## src/rtl/msfsm_pkg.sv

```systemverilog
// rtl/msfsm_pkg.sv - shared state and error-code definitions for the output sequencer
package msfsm_pkg;

    typedef enum logic [1:0] {
        IDLE = 2'd0,
        QUAL = 2'd1,
        REQ  = 2'd2,
        REL  = 2'd3
    } state_t;

    localparam logic [1:0] ERR_NONE     = 2'b00;
    localparam logic [1:0] ERR_ILLEGAL  = 2'b01;
    localparam logic [1:0] ERR_CONFLICT = 2'b10;
    localparam logic [1:0] ERR_TIMEOUT  = 2'b11;

endpackage

```

## src/rtl/msfsm_cycle_timer.sv

```systemverilog
// rtl/msfsm_cycle_timer.sv - clearable saturating up-counter with terminal flag
module msfsm_cycle_timer #(
    parameter int W     = 4,
    parameter int LIMIT = 8
) (
    input  logic         clk,
    input  logic         reset,
    input  logic         i_clr,
    input  logic         i_inc,
    output logic [W-1:0] o_count,
    output logic         o_term
);

    logic [W-1:0] r_count;

    // Clear together with increment restarts the count at one.
    always_ff @(posedge clk or posedge reset) begin
        if (reset) begin
            r_count <= '0;
        end else if (i_clr) begin
            r_count <= W'(i_inc);
        end else if (i_inc && !o_term) begin
            r_count <= r_count + W'(1);
        end
    end

    assign o_count = r_count;
    assign o_term  = (r_count == W'(LIMIT));

endmodule

```

## src/rtl/msfsm_output_sequencer.sv

```systemverilog
// rtl/msfsm_output_sequencer.sv - glitch-filtered output commit with 4-phase req/ack and error reporting
module msfsm_output_sequencer
    import msfsm_pkg::*;
#(
    parameter int   STABLE_CYC = 2,
    parameter int   TIMEOUT    = 64,
    parameter int   CNT_W      = 8,
    parameter logic INIT_VAL   = 1'b0
) (
    input  logic             clk,
    input  logic             reset,
    input  logic             out_P,
    input  logic             out_M,
    input  logic             ack,
    input  logic             clr_err,
    output logic             out_q,
    output logic             fire_P,
    output logic             fire_M,
    output logic             req,
    output logic [CNT_W-1:0] evt_cnt,
    output logic             err,
    output logic [1:0]       err_code
);

    localparam int SW = $clog2(STABLE_CYC + 1);
    localparam int TW = $clog2(TIMEOUT + 1);

    state_t           r_state;
    logic             r_out_q;
    logic             r_fire_P;
    logic             r_fire_M;
    logic             r_req;
    logic [CNT_W-1:0] r_evt_cnt;
    logic             r_err;
    logic [1:0]       r_err_code;

    logic          w_legal;
    logic          w_illegal;
    logic          w_both;
    logic          w_commit;
    logic          w_stab_clr;
    logic          w_stab_inc;
    logic          w_stab_term;
    logic [SW-1:0] w_stab_cnt_unused;
    logic          w_tmo_clr;
    logic          w_tmo_inc;
    logic          w_tmo_term;
    logic [TW-1:0] w_tmo_cnt;
    logic          w_err_evt;
    logic [1:0]    w_err_new;

    assign w_legal   = r_out_q ? out_M : out_P;
    assign w_illegal = r_out_q ? out_P : out_M;
    assign w_both    = out_P & out_M;

    // Terminal at STABLE_CYC-1: one more legal cycle completes qualification.
    msfsm_cycle_timer #(
        .W     (SW),
        .LIMIT (STABLE_CYC - 1)
    ) u_stab_timer (
        .clk     (clk),
        .reset   (reset),
        .i_clr   (w_stab_clr),
        .i_inc   (w_stab_inc),
        .o_count (w_stab_cnt_unused),
        .o_term  (w_stab_term)
    );

    msfsm_cycle_timer #(
        .W     (TW),
        .LIMIT (TIMEOUT)
    ) u_tmo_timer (
        .clk     (clk),
        .reset   (reset),
        .i_clr   (w_tmo_clr),
        .i_inc   (w_tmo_inc),
        .o_count (w_tmo_cnt),
        .o_term  (w_tmo_term)
    );

    always_comb begin
        w_commit   = 1'b0;
        w_stab_clr = 1'b0;
        w_stab_inc = 1'b0;
        w_tmo_inc  = 1'b0;
        w_err_evt  = 1'b0;
        w_err_new  = ERR_NONE;
        case (r_state)
            IDLE: begin
                if (w_both) begin
                    w_err_evt = 1'b1;
                    w_err_new = ERR_CONFLICT;
                end else if (w_illegal) begin
                    w_err_evt = 1'b1;
                    w_err_new = ERR_ILLEGAL;
                end else if (w_legal) begin
                    w_stab_clr = 1'b1;
                    if (STABLE_CYC == 1) begin
                        w_commit = 1'b1;
                    end else begin
                        w_stab_inc = 1'b1;
                    end
                end
            end
            QUAL: begin
                if (w_both) begin
                    w_err_evt  = 1'b1;
                    w_err_new  = ERR_CONFLICT;
                    w_stab_clr = 1'b1;
                end else if (w_legal) begin
                    if (w_stab_term) begin
                        w_commit   = 1'b1;
                        w_stab_clr = 1'b1;
                    end else begin
                        w_stab_inc = 1'b1;
                    end
                end else begin
                    w_stab_clr = 1'b1;
                end
            end
            REQ: begin
                w_tmo_inc = 1'b1;
                // Counter saturates at TIMEOUT, so this edge is seen only once per handshake.
                if (!w_tmo_term && (w_tmo_cnt == TW'(TIMEOUT - 1))) begin
                    w_err_evt = 1'b1;
                    w_err_new = ERR_TIMEOUT;
                end
            end
            default: begin
            end
        endcase
    end

    assign w_tmo_clr = w_commit;

    always_ff @(posedge clk or posedge reset) begin
        if (reset) begin
            r_state    <= IDLE;
            r_out_q    <= INIT_VAL;
            r_fire_P   <= 1'b0;
            r_fire_M   <= 1'b0;
            r_req      <= 1'b0;
            r_evt_cnt  <= '0;
            r_err      <= 1'b0;
            r_err_code <= ERR_NONE;
        end else begin
            r_fire_P <= 1'b0;
            r_fire_M <= 1'b0;
            if (w_commit) begin
                r_out_q   <= ~r_out_q;
                r_fire_P  <= ~r_out_q;
                r_fire_M  <= r_out_q;
                r_req     <= 1'b1;
                r_evt_cnt <= r_evt_cnt + CNT_W'(1);
                r_state   <= REQ;
            end else begin
                case (r_state)
                    IDLE: if (w_legal && !w_both) r_state <= QUAL;
                    QUAL: if (!w_legal || w_both) r_state <= IDLE;
                    REQ: begin
                        if (ack) begin
                            r_req   <= 1'b0;
                            r_state <= REL;
                        end
                    end
                    REL: if (!ack) r_state <= IDLE;
                    default: r_state <= IDLE;
                endcase
            end

            // First error wins; a same-cycle clear yields to a new error.
            if (w_err_evt && (!r_err || clr_err)) begin
                r_err      <= 1'b1;
                r_err_code <= w_err_new;
            end else if (clr_err) begin
                r_err      <= 1'b0;
                r_err_code <= ERR_NONE;
            end
        end
    end

    assign out_q    = r_out_q;
    assign fire_P   = r_fire_P;
    assign fire_M   = r_fire_M;
    assign req      = r_req;
    assign evt_cnt  = r_evt_cnt;
    assign err      = r_err;
    assign err_code = r_err_code;

endmodule
```

## config.mk

```make
export PLATFORM = sky130hd
export DESIGN_NAME = msfsm_output_sequencer
export DESIGN_NICKNAME = d
export VERILOG_FILES = /design/src/rtl/msfsm_pkg.sv /design/src/rtl/msfsm_cycle_timer.sv /design/src/rtl/msfsm_output_sequencer.sv
export SDC_FILE = /design/constraint.sdc
export NUM_CORES = 1
export LEC_CHECK = 0
export ABC_AREA = 1
export CAP_MARGIN = 20
export CORE_MARGIN = 5
export CORE_UTILIZATION = 54
export CTS_BUF_LIST = sky130_fd_sc_hd__clkbuf_4 sky130_fd_sc_hd__clkbuf_8
export DETAILED_ROUTE_END_ITERATION = 8
export HOLD_SLACK_MARGIN = 0.15
export PLACE_DENSITY = 0.89
export SLEW_MARGIN = 15
export SYNTH_ARGS = -nofsm -noshare
export SYNTH_HDL_FRONTEND = slang
export SYNTH_SLANG_ARGS = --single-unit
```

## constraint.sdc

```tcl
create_clock -name clk -period 2.9 [get_ports clk]
set_input_delay 0.435 -clock clk [delete_from_list [all_inputs] [get_ports clk]]
set_output_delay 0.435 -clock clk [all_outputs]
set_load 0.02 [all_outputs]
```

# Word level (Yosys, flattened, before mapping)
# Index checks and enable logic that the tools add are counted.
# Widths: inputs -> output; s select.
# word_totals
word_cells	91
regBits	26
out_inout_bits	15
input_bits	6
# classes
n_eq_ne	10
reduce_logical	20
bitwise_logic	2
addsub	3
n_mux	46
# ops
cell	n
$mux 1	27
$mux 2	12
$mux 7	2
$ne 3x2->1 const B	4
$reduce_bool 2->1	5
$add 8x1->8 const B	1
$pmux 2 s4	1
$add 7x1->7 const B	1
$eq 7x6->1 const B	1
$eq 7x7->1 const B	1
$pmux 2 s3	1
$logic_and 1x1->1	5
$logic_not 1->1	5
$eq 2x1->1 const B	2
$eq 2x2->1 const B	2
$pmux 1 s2	2
$reduce_and 4->1	1
$pmux 1 s3	1
$add 2x1->2 const B	1
$logic_not 2->1	1
$logic_or 1x1->1	2
$reduce_and 2->1	1
$and 1x1->1	1
$not 1->1	1

# Logic depth before layout (Yosys ltp)
# Gate-level depths: netlist of the first run.
# logic_depth
word_depth	8
depth_mapped	8

# Cells and area by module
# From an unflattened synthesis of the first run, not the netlist that was laid out.
# hier_totals
cells_unflattened	199
area_unflattened_um2	1502.7
# modules_own_cells
module	instances	cells_per_inst	area_per_inst_um2
msfsm_output_sequencer	1	118	910.9
msfsm_cycle_timer (u_tmo_timer)	1	63	469.2
msfsm_cycle_timer (u_stab_timer)	1	18	122.6

# Worst setup path after synthesis of the first run
# OpenSTA, ideal clock, no wires.
# synth_timing
path_type	register -> register
from	reg r_out_q, in the netlist out_q
to	reg u_tmo_timer.r_count[5], in the netlist u_tmo_timer.o_count[5]
setup_slack_ns	1.547
stages_incl_launch_ff	9
synth_period_minus_slack_ns	1.353
arrival_time_ns	1.235
cell_sequence	dfrtp_1 > nand2_1 > o21ai_1 > nand2_1 > nor2_2 > nand2_4 > buf_6 > nand3_1 > nand2_1
# synth_via
elab_chain_cells	5
elab_cells_between_ends	6
cone_classes	mux (5); reduce/logical (1)
# synth_lines
item	line	source
from (decl)	msfsm_output_sequencer.sv:29	logic r_out_q;
from (signal assigned)	msfsm_output_sequencer.sv:150	r_out_q <= ~r_out_q;
$mux 1 *	msfsm_output_sequencer.sv:52	assign w_legal = r_out_q ? out_M : out_P;
$mux 1 *	msfsm_output_sequencer.sv:110	end else if (w_legal) begin
$mux 1 *	msfsm_output_sequencer.sv:106	if (w_both) begin
$mux 1 *	msfsm_output_sequencer.sv:88	case (r_state)
$mux 7 or $reduce_bool 2->1 (tied branches)	n/a	
to (signal assigned)	msfsm_cycle_timer.sv:21	r_count <= W'(i_inc);
to (signal assigned)	msfsm_cycle_timer.sv:23	r_count <= r_count + W'(1);
to (decl)	msfsm_cycle_timer.sv:14	logic [W-1:0] r_count;
# Mark *: on every way between the ends. The rest lies on a longest branch, timed or not.
# A chain may end at the register's enable or synchronous reset.

# Worst setup path after layout of the first run
# layout_timing
from	reg r_out_q, in the netlist out_q
to	out out_q
# layout_rtl
item	line	source
to (decl)	msfsm_output_sequencer.sv:16	output logic out_q,
# No word-level cell between the ends.

==> results of run 1 <==
-- layer usage --
layer / up-vias / global-route usage [%] / part of all wire [%]
met5: - / 0 / 0
met4: 0 / 8.978 / 2.6
met3: 8 / 2.979 / 4.7
met2: 33 / 29.31 / 50
met1: 570 / 20.54 / 43
li1: 590 / - / -
-- power by group --
group / switching (mW) / internal [mW]
sequential: 0.120 / 0.481
combinational: 0.392 / 0.275
clock: 0.108 / 0.140
-- cells in the mapped netlist --
library cell  instances  share of area (%)
or2_2                 1               0.45
a21oi_1               1               0.36
o21ai_1               1               0.36
inv_2                 1               0.27
nand3_1              21                7.6
xor2_1                6                3.8
o21ai_0               9                3.2
nor3_1                2               0.72
dfrtp_1              26                 47
o21bai_1              1               0.54
ha_1                  4                3.6
xnor2_1               6                3.8
nand2_4               1               0.81
o21ai_2               1               0.63
nor2_1               13                3.5
o211ai_1              1               0.54
nand2_1              54                 15
nor2_2                2               0.90
inv_1                20                5.4
nand4_1               1               0.45
buf_6                 2                1.6
-- cells by family (layout without fill, tap and decap cells) --
group / Yosys count / in the layout / synth area share, %
and+or+nand+nor: 95 / 95 / 29.01
AOI/OAI and AO/OA: 14 / 14 / 5.675
DFF: 26 / 26 / 46.85
xor gates and xnor gates: 12 / 12 / 7.568
adders and majority gates: 4 / 4 / 3.604
buffers and inverters: 23 / 46 / 7.297
-- registers in the layout (all words and copies together) (netlist names), 2 cells and up --
signal	count
err_code	2
evt_cnt	8
r_state	2
u_stab_timer.o_count	2
u_tmo_timer.o_count	7
-- stage by stage --
| stage | std cells | total power, mW | setup slack, ns |
|---|---|---|---|
| floorplan | 174 | 1.038 | 1.547 |
| global placement | 222 | 1.225 | 1.047 |
| detailed placement | 222 | 1.271 | 0.9723 |
| CTS | 226 | 1.519 | 1.022 |
| global route | 227 | 1.635 | 0.9649 |
| finish | 227 | 1.514 | 1.037 |
-- area by class of cell --
type / instances / area [um^2]
clock buffer: 3 / 22.52
tap: 30 / 37.54
sequential: 26 / 650.6
multi-input combinational: 125 / 636.9
clock inverter: 1 / 30.03
timing repair buffer: 21 / 227.7
inverter: 21 / 78.83
fill: 205 / 793.3
-- worst min path at each step --
stage	from	cells past startpoint	slack, ns	to
2_1_floorplan	u_stab_timer.o_count[0]	1	0.46	u_stab_timer.o_count[0]
3_3_place_gp	u_stab_timer.o_count[0]	1	0.47	u_stab_timer.o_count[0]
3_5_place_dp	u_stab_timer.o_count[1]	2	0.50	u_stab_timer.o_count[1]
4_1_cts	u_stab_timer.o_count[0]	1	0.52	u_stab_timer.o_count[0]
5_1_grt	reset	2	0.35	evt_cnt[1]
6_report	reset	2	0.35	evt_cnt[1]
==> flow_summary.toml, run 1 <==
[worst_setup_path]
critPathCaptureType = "primary output"
path_buf_inv = 1
critPathMaxStageDelay_ns = 0.64
reg2reg_depth = 8
cp.depth = 1
cp_slowest_cell = "clkdlybuf4s50_1"
worst-endpoint-arrival_ns = 1.43
crit_type = "reg2out"
r2r-start = "u_tmo_timer.o_count[1]"
path_max_fanout = 7
r2r_slack_ns = 1.41
startpoint = "out_q"
crit_end = "out_q"
path_cells = "clkdlybuf4s50_1"
rr_endpoint = "err_code[0]"
cp_top_family = "buffers and inverters"
cp.required_ns = 2.47
start_kind = "flop"

[synthesis]
synth_seq_area_share_pct = 46.85
synthesis.nets = 184
synth_cells = 174
synth_warnings = 0
synth_cell_types = 21
synth.avg_cell_area_um2 = 7.982
ys_ff_latch = 26
netlist_area_mm2 = 0.001389

[sta]
setup_violations = 0
hold_ws_ns = 0.3484
fin_setup_tns_ns = 0
fin_skew_ns = 0.002860
hold_viol_final = 0
fmax_mhz = 536.9
finalCriticalPeriod_ns = 1.863
worstMarginPinSlew_ns = 0.3142
slew_headroom_pct = 79.03
slew_viol_final = 0
period_share_pct = 64.23
grt_setup_unrepaired = "no"

[final_layout]
final_cell_mix = "nand2_1, dfrtp_1, nand3_1, inv_1, clkdlybuf4s50_1"
synthToLayoutAreaGrowth_pct = 21.26
postLayoutCoreUtil_pct = 67.98
design_area_mm2 = 0.001684
antennaDiodeCount = 0
drive_gt1_share_pct = 5.584
final_common_cell = "nand2_1"
final_net_count = 208

[clocking]
numCtsBuffers = 3
clk_latency_ns = 0.32
clockBufferDepth = 2
htree_num_levels = 1
cts_tree = "built"
cts_sinks = 26
post_cts_resize_count = 0
cts_setup_buffers = 0
clkTransAtPathRegs_ns = 0.14
cts_root_buf = "clkbuf_4"
cts_hold_buf = 0

[die]
dieWidth_um = 60.72
fp-row-count = 18
io_pins = 21
dieArea_mm2 = 0.003686
start_util_pct = 56.06
die-height_um = 60.72
core_area_mm2 = 0.002477

[pwr]
p_per_area_mw_per_mm2 = 899.2
ir_worst_vdd_v = 0.0006915
leakagePower_nw = 0.8843

[placed_design]
gp_congestion = 0.8552
io_buffers = 20
placed_area_mm2 = 0.001604
hpwl_um = 2119

[routing]
routedWlPerCell_um = 12.34
vias = 1201
viasPerCell = 5.291
drt_drc_violations_left = 0
drt_pass1_iterations = 4
drtAntennaViolNets = 0
routed_wirelength_um = 2802
drt-initial-drc-count = 72

[grt]
grt.overflow.total = 0
grt_pass1_vias = 1144
grt.total_usage_pct = 17.14
grt_max_degree = 27
grt_pass1_wl_um = 4712
antenna_found_initial = 0

[status]
status = "complete, no violations"

[worst_hold_path]
min_path_type = "in2async"

[flow_run]
drv_cap = 0
(Power assumes the default switching activity.)
==> run 2, diff against run 1 <==
==> constraint.sdc (replaced) <==
create_clock -name clk -period 1.75 [get_ports clk]
set_input_delay 0.2625 -clock clk [delete_from_list [all_inputs] [get_ports clk]]
set_output_delay 0.2625 -clock clk [all_outputs]
set_load 0.02 [all_outputs]
==> run 2 against run 1 <==
Against the previous run:
- register-to-register slack worse by 1.2 ns
- largest cell class unchanged
- critical endpoint is now evt_cnt[2]
- final area decreased by 0.97%
- clock power rose by 67%
==> flow_summary.toml, run 2 (synthesis results as in run 1) <==
[sta]
worstMarginPinSlew_ns = 0.3220
hold_ws_ns = 0.2772
period_share_pct = 96.00
finalCriticalPeriod_ns = 1.680
slew_viol_final = 0
hold_viol_final = 0
fin_skew_ns = 0.007365
fin_setup_tns_ns = 0
setup_violations = 0
slew_headroom_pct = 78.53
fmax_mhz = 595.2
grt_setup_unrepaired = "no"

[worst_setup_path]
cp_top_family = "buffers and inverters"
path_buf_inv = 1
path_max_fanout = 5
worst-endpoint-arrival_ns = 1.42
path_cells = "clkdlybuf4s50_1"
r2r-start = "u_tmo_timer.o_count[1]"
cp.required_ns = 1.49
startpoint = "evt_cnt[2]"
cp.depth = 1
cp_slowest_cell = "clkdlybuf4s50_1"
critPathMaxStageDelay_ns = 0.64
crit_type = "reg2out"
critPathCaptureType = "primary output"
reg2reg_depth = 8
start_kind = "flop"

[pwr]
ir_worst_vdd_v = 0.001031
p_per_area_mw_per_mm2 = 1493
leakagePower_nw = 0.8937
total_power_mw = 2.491

[routing]
drtAntennaViolNets = 0
vias = 1170
routedWlPerCell_um = 11.76
routed_wirelength_um = 2670
drt_pass1_iterations = 4
drt_drc_violations_left = 0
drt-initial-drc-count = 54
viasPerCell = 5.154

[die]
dieArea_mm2 = 0.003686
core_area_mm2 = 0.002477
fp-row-count = 18
dieWidth_um = 60.72
start_util_pct = 56.06
die-height_um = 60.72
io_pins = 21

[grt]
grt_pass1_wl_um = 4719
grt_util_met1_pct = 20.62
busiest_layer = "met2"
grt_max_degree = 27
grt.total_usage_pct = 16.59
grt_pass1_vias = 1151
antenna_found_initial = 0
grt.overflow.total = 0
met3_usage_pct = 2.553
use_met2_pct = 29.77

[placed_design]
io_buffers = 20
hpwl_um = 2015
gp_congestion = 0.8561
placed_area_mm2 = 0.001612

[final_layout]
postLayoutCoreUtil_pct = 67.32
final_net_count = 208
largest_reg_flops = 8
drive_gt1_share_pct = 6.091
design_area_mm2 = 0.001668
synthToLayoutAreaGrowth_pct = 20.09
final_common_cell = "nand2_1"
antennaDiodeCount = 0
final_cell_mix = "nand2_1, dfrtp_1, nand3_1, inv_1, clkdlybuf4s50_1"
fill_cells = 195

[clocking]
cts_sinks = 26
numCtsBuffers = 3
clkTransAtPathRegs_ns = 0.15
clk_latency_ns = 0.32
clockBufferDepth = 2
cts_root_buf = "clkbuf_4"
cts_hold_buf = 0
htree_num_levels = 1
cts_tree = "built"

[flow_run]
drv_cap = 0

[status]
status = "complete, no violations"

[worst_hold_path]
min_path_type = "in2async"
run 2: timing repair:
action	in CTS	in global routing
endpoints found under the setup margin	0	2
buffers inserted	0	0
resized for setup	0	2
run 2: stage by stage:
step | setup WS [ns] | instances
floorplan | 0.3970 | 174
global placement | 0.06964 | 223
detailed placement | 0.0008619 | 223
CTS | 0.04580 | 227
global route | 0.002760 | 227
finish | 0.06999 | 227
run 2: worst min-delay path, stage by stage:
cell and delay [ns]:
clkdlybuf4s50_1 0.40, inv_1 0.05, buf_4 0.30
run 2: where the power goes:
| group | total [mW] | leakage, nW | switching, mW | internal [mW] |
|---|---|---|---|---|
| combinational | 1.08 | 0.525 | 0.631 | 0.447 |
| clock | 0.413 | 0.0279 | 0.181 | 0.232 |
| sequential | 1.00 | 0.341 | 0.201 | 0.799 |
run 2: per-layer routing:
metal,up-vias,part of all wire [%]
met5,-,0
met4,0,0
met3,0,5.2
met2,27,51
met1,549,44
li1,594,-
run 2: worst paths after layout:
path	end	slack, ns
worst max-delay path	evt_cnt[2]	0.07
min in group clk	u_stab_timer.o_count[0]	0.51
worst max register to register	err_code[0]	0.26
worst min-delay path	evt_cnt[1]	0.28
worst min register to register	u_stab_timer.o_count[0]	0.51
max in group asynchronous	out_q	1.21
run 2: area by class of cell:
| cell class | count | area [um^2] | area share, % |
|---|---|---|---|
| clock inverters | 1 | 30.03 | 1.800 |
| well taps | 30 | 37.54 | 2.251 |
| clock buffers | 3 | 22.52 | 1.350 |
| repair buffers | 21 | 210.2 | 12.60 |
| flip-flops and latches | 26 | 651.9 | 39.08 |
| inverters | 21 | 78.83 | 4.726 |
| multi-input cells | 125 | 636.9 | 38.18 |
==> run 3, diff against run 2 <==
--- a/config.mk
+++ b/config.mk
@@ -10,8 +10,10 @@
 export CORE_MARGIN = 5
 export CORE_UTILIZATION = 54
 export CTS_BUF_LIST = sky130_fd_sc_hd__clkbuf_4 sky130_fd_sc_hd__clkbuf_8
+export CTS_CLUSTER_DIAMETER = 80
 export DETAILED_ROUTE_END_ITERATION = 8
 export HOLD_SLACK_MARGIN = 0.15
+export MAX_ROUTING_LAYER = met4
 export PLACE_DENSITY = 0.89
 export SLEW_MARGIN = 15
 export SYNTH_ARGS = -nofsm -noshare
==> run 3 against run 2 <==
Against the previous run:
- wire length decreased by 0.15%
- global-route usage increased by 0.53 points
- clock skew about the same
- die area unchanged
- core utilization unchanged
- clock power about the same
- sequential power about the same
- combinational power about the same
- via count increased by 1.2%
- setup slack about the same
- non-clock buffer count unchanged
- critical path type unchanged
- critical endpoint unchanged
==> flow_summary.toml, run 3 (synthesis results as in run 1) <==
[sta]
fmax_mhz = 595.1
period_share_pct = 96.02
fin_skew_ns = 0.007397
setup_violations = 0
slew_headroom_pct = 78.58
worstMarginPinSlew_ns = 0.3212
slew_viol_final = 0
hold_viol_final = 0
finalCriticalPeriod_ns = 1.680
grt_setup_unrepaired = "no"
fin_setup_tns_ns = 0

[clocking]
clk_latency_ns = 0.32
cts_root_buf = "clkbuf_4"
clockBufferDepth = 2
cts_tree = "built"
cts_sinks = 26
clkTransAtPathRegs_ns = 0.15
cts_hold_buf = 0
htree_num_levels = 1
numCtsBuffers = 3

[worst_setup_path]
rr_endpoint = "err_code[0]"
cp_top_family = "buffers and inverters"
start_kind = "flop"
r2r-start = "u_tmo_timer.o_count[1]"
worst-endpoint-arrival_ns = 1.42
path_max_fanout = 5
path_buf_inv = 1
critPathMaxStageDelay_ns = 0.64
cp_slowest_cell = "clkdlybuf4s50_1"
startpoint = "evt_cnt[2]"
r2r_slack_ns = 0.27
cp.required_ns = 1.49
reg2reg_depth = 8
crit_type = "reg2out"
path_cells = "clkdlybuf4s50_1"
critPathCaptureType = "primary output"

[status]
status = "complete, no violations"

[die]
die-height_um = 60.72
core_area_mm2 = 0.002477
fp-row-count = 18
io_pins = 21
dieArea_mm2 = 0.003686
start_util_pct = 56.06
dieWidth_um = 60.72

[final_layout]
largest_reg_flops = 8
drive_gt1_share_pct = 6.091
final_cell_mix = "nand2_1, dfrtp_1, nand3_1, inv_1, clkdlybuf4s50_1"
antennaDiodeCount = 0
final_common_cell = "nand2_1"
postLayoutCoreUtil_pct = 67.32
final_net_count = 208
synthToLayoutAreaGrowth_pct = 20.09

[placed_design]
gp_congestion = 0.8697
io_buffers = 20
hpwl_um = 2015

[routing]
drt-initial-drc-count = 52
viasPerCell = 5.216
drt_pass1_iterations = 4
drt_drc_violations_left = 0
drtAntennaViolNets = 0
routed_wirelength_um = 2666
routedWlPerCell_um = 11.74
vias = 1184

[grt]
busiest_layer = "met2"
grt_pass1_vias = 1151
grt_max_degree = 27
antenna_found_initial = 0
grt_util_met1_pct = 20.75
grt_pass1_wl_um = 4719
grt.overflow.total = 0
use_met2_pct = 29.77
met3_usage_pct = 2.340
grt.total_usage_pct = 17.12

[worst_hold_path]
min_path_type = "in2async"

[pwr]
ir_worst_vdd_v = 0.001032
p_per_area_mw_per_mm2 = 1493
leakagePower_nw = 0.8937

[flow_run]
drv_cap = 0
[run 3: repair_timing]
item / 4_1_cts / 5_1_grt
setup buffers: 0 / 0
setup endpoints to repair: 0 / 2
gates resized for setup: 0 / 2
[run 3: how the worst max path moves through the flow]
stage | cells after the start | endpoint | slack [ns]
final | 1 | evt_cnt[2] | 0.07
after global routing | 1 | evt_cnt[4] | 0.005
after CTS | 1 | out_q | 0.05
after detailed placement | 8 | u_tmo_timer.o_count[2] | 0.0009
after global placement | 9 | evt_cnt[3] | 0.07
after floorplan | 8 | u_tmo_timer.o_count[5] | 0.40
[run 3: per-stage QoR]
| step | cell area (um^2) | cells | setup slack [ns] | hold slack [ns] | power, mW |
|---|---|---|---|---|---|
| detailed placement | 1612 | 223 | 0.0008619 | 0.4908 | 2.093 |
| global route | 1668 | 227 | 0.004668 | 0.3185 | 2.694 |
| finish | 1668 | 227 | 0.06970 | 0.2767 | 2.490 |
| CTS | 1664 | 227 | 0.04580 | 0.2958 | 2.506 |
| global placement | 1612 | 223 | 0.06964 | 0.4714 | 2.030 |
| floorplan | 1389 | 174 | 0.3970 | 0.3025 | 1.719 |
[run 3: area by class of cell]
class,count,area (um^2)
flip-flops and latches,26,651.9
inverters,21,78.83
multi-input cells,125,636.9
fillers,195,809.5
repair buffers,21,210.2
clock buffers,3,22.52
clock inverters,1,30.03
well taps,30,37.54
[run 3: layer usage]
metal | share of wire (%) | wire, um
met5 | 0 | 0
met4 | 0 | 0
met3 | 5.4 | 143
met2 | 51 | 1348
met1 | 44 | 1174
[run 3: power by group]
part           internal, mW  switching (mW)
Clock                 0.232           0.181
Sequential            0.799           0.200
Combinational         0.447           0.631
[run 3: worst reg2reg max path: stages (launching register included)]
cell and delay (ns):
dfrtp_1 0.42, ha_1 0.21, nand3_1 0.15, inv_1 0.11, nand3_1 0.13, nand3_1 0.14
nand2_1 0.10, nand3_1 0.08, nand2_1 0.06
==> variant, RTL diff (flow settings as in run 3) <==
Change the parameter `INIT_VAL` from 1'b0 to 1'b1.
--- a/src/rtl/msfsm_output_sequencer.sv
+++ b/src/rtl/msfsm_output_sequencer.sv
@@ -7,3 +7,3 @@
     parameter int   CNT_W      = 8,
-    parameter logic INIT_VAL   = 1'b0
+    parameter logic INIT_VAL   = 1'b1
 ) (
Check against the original RTL: not equivalent (a bounded check fails within 4 cycles, from zero or initial values and one cycle with reset high).
==> variant against run 3 <==
Power up 0.32%. Setup slack worse by 0.014 ns. Global-route usage is 0.47 points lower. Utilization increased by 0.45 points. Register-to-register slack got worse by 0.06 ns. Routed wire length rose by 1.8%. Cell area is 0.68% higher. Sequential cell count did not move. Area after synthesis about the same. Sequential share of layout area shrank 0.26 points. Critical endpoint is now evt_cnt[5]. Largest cell class unchanged.
==> variant: results (changes against run 3) <==
vias in the first global route 1107 (-3.8%); Worst Setup SP evt_cnt[5]$_DFFE_PP0P_; Worst path slowest cell clkdlybuf4s50_1; post-synthesis sequential area ratio 46.89% (+0.048 points); setup bufs post-CTS 0 (unchanged); Worst R2R Setup Slack 0.21 ns (-0.06 ns); GRT Overall Usage 16.65% (-0.47 points); Worst Path Max Fanout 5 (unchanged); Worst Tran Pin Value 0.4264 ns (+0.1052 ns); detailed-route wire length per cell 11.96 um (+1.8%); first-pass GRT wire length 4.554 mm (-3.5%); dpl hpwl 2.084 mm (+3.4%); worst-case vdd ir drop 1.131 mV (+9.6%); worst r2r src out_q$_DFFE_PP1P_; Largest stage delay, worst path 0.64 ns (about the same); M1 GR Usage 21.14% (+0.38 points); routing usage on met2 27.94% (-1.8 points); syn_nets 184 (unchanged); met3 usage 2.979% (+0.64 points); global placer's final weighted congestion 0.8757 (+0.69%); DR iter-0 viols 71 (+37%); # H-tree levels 1 (unchanged); CTS buffer count 3 (unchanged); largest cells by area after synthesis dfrtp_1 45%, nand2_1 15%, nand3_1 7.6%; initial antenna violation count 0 (unchanged); Synth Warn # 0 (unchanged); ys async rst share 100.0% (unchanged); clk_skew 0.01682 ns (+0.009421 ns); status completed; max cap viols 0 (unchanged); top cells by count, synth 54 x nand2_1, 25 x dfrtp_1, 21 x nand3_1; Leak 0.0008993 uW (+0.62%); Netlist cell types 22 (+4.8%); DRT Wirelength 2.715 mm (+1.8%); nets@finish 208 (unchanged); Via density 5.172 (-0.84%); root buf cell clkbuf_4; Worst R2R Path Depth 8 (unchanged); Worst EP arrival 1.43 ns; reg2reg end evt_cnt[1]$_DFFE_PP0P_
==> variant: cell count changes after synthesis, sizes merged <==
cell,before,now
dfstp,0,1
dfrtp,26,25
==> variant: logic make-up (layout without fill, tap and decap cells) <==
| group | Yosys count | after routing | synth area share, % |
|---|---|---|---|
| AOI/OAI and AO/OA | 14 | 14 | 5.670 |
| xor gates and xnor gates | 12 | 12 | 7.561 |
| adders and majority gates | 4 | 4 | 3.601 |
| buffers and inverters | 23 | 46 | 7.290 |
| DFF | 26 | 26 | 46.90 |
| and+or+nand+nor | 95 | 95 | 28.98 |
==> variant: worst max path at each step <==
stage / end
after floorplan: u_tmo_timer.o_count[5]$_DFFE_PP0P_
after global placement: evt_cnt[3]$_DFFE_PP0P_
after detailed placement: evt_cnt[1]$_DFFE_PP0P_
after CTS: evt_cnt[5]
after global routing: evt_cnt[4]
final: evt_cnt[5]
==> variant: layout make-up <==
class                   count  area, um2
inverters                  21      78.83
well taps                  30      37.54
multi-input cells         125      636.9
fillers                   209      798.3
flip-flops and latches     26      651.9
clock inverters             1      30.03
repair buffers             21      221.5
clock buffers               3      22.52
==> variant: power breakdown <==
part           switching, uW  internal (uW)  leakage (uW)
registers                201            806      0.000341
logic                    640            440      0.000530
clock network            180            232     0.0000279
==> variant: timing repair <==
action,4_1_cts,5_1_grt
gates cloned,0,0
endpoints found under the setup margin,1,1
resized for setup,1,1
==> variant: per-layer routing <==
layer / vias up / share of wire [%]
met4: 0 / 0.59
met2: 28 / 49
met1: 548 / 46
met5: - / 0
li1: 596 / -
met3: 2 / 4.3
==> variant: through the flow <==
stage	worst slack, ns	hold slack [ns]	util, %	cell area [um2]	power, uW
finish	0.05579	0.2319	67.78	1679	2498
global route	0.01504	0.2537	67.78	1679	2695
CTS	0.05394	0.2335	67.68	1677	2514
detailed placement	0.01860	0.4916	65.61	1625	2111
global placement	0.07218	0.4711	65.61	1625	2043
floorplan	0.3072	0.3018	-	1390	1730
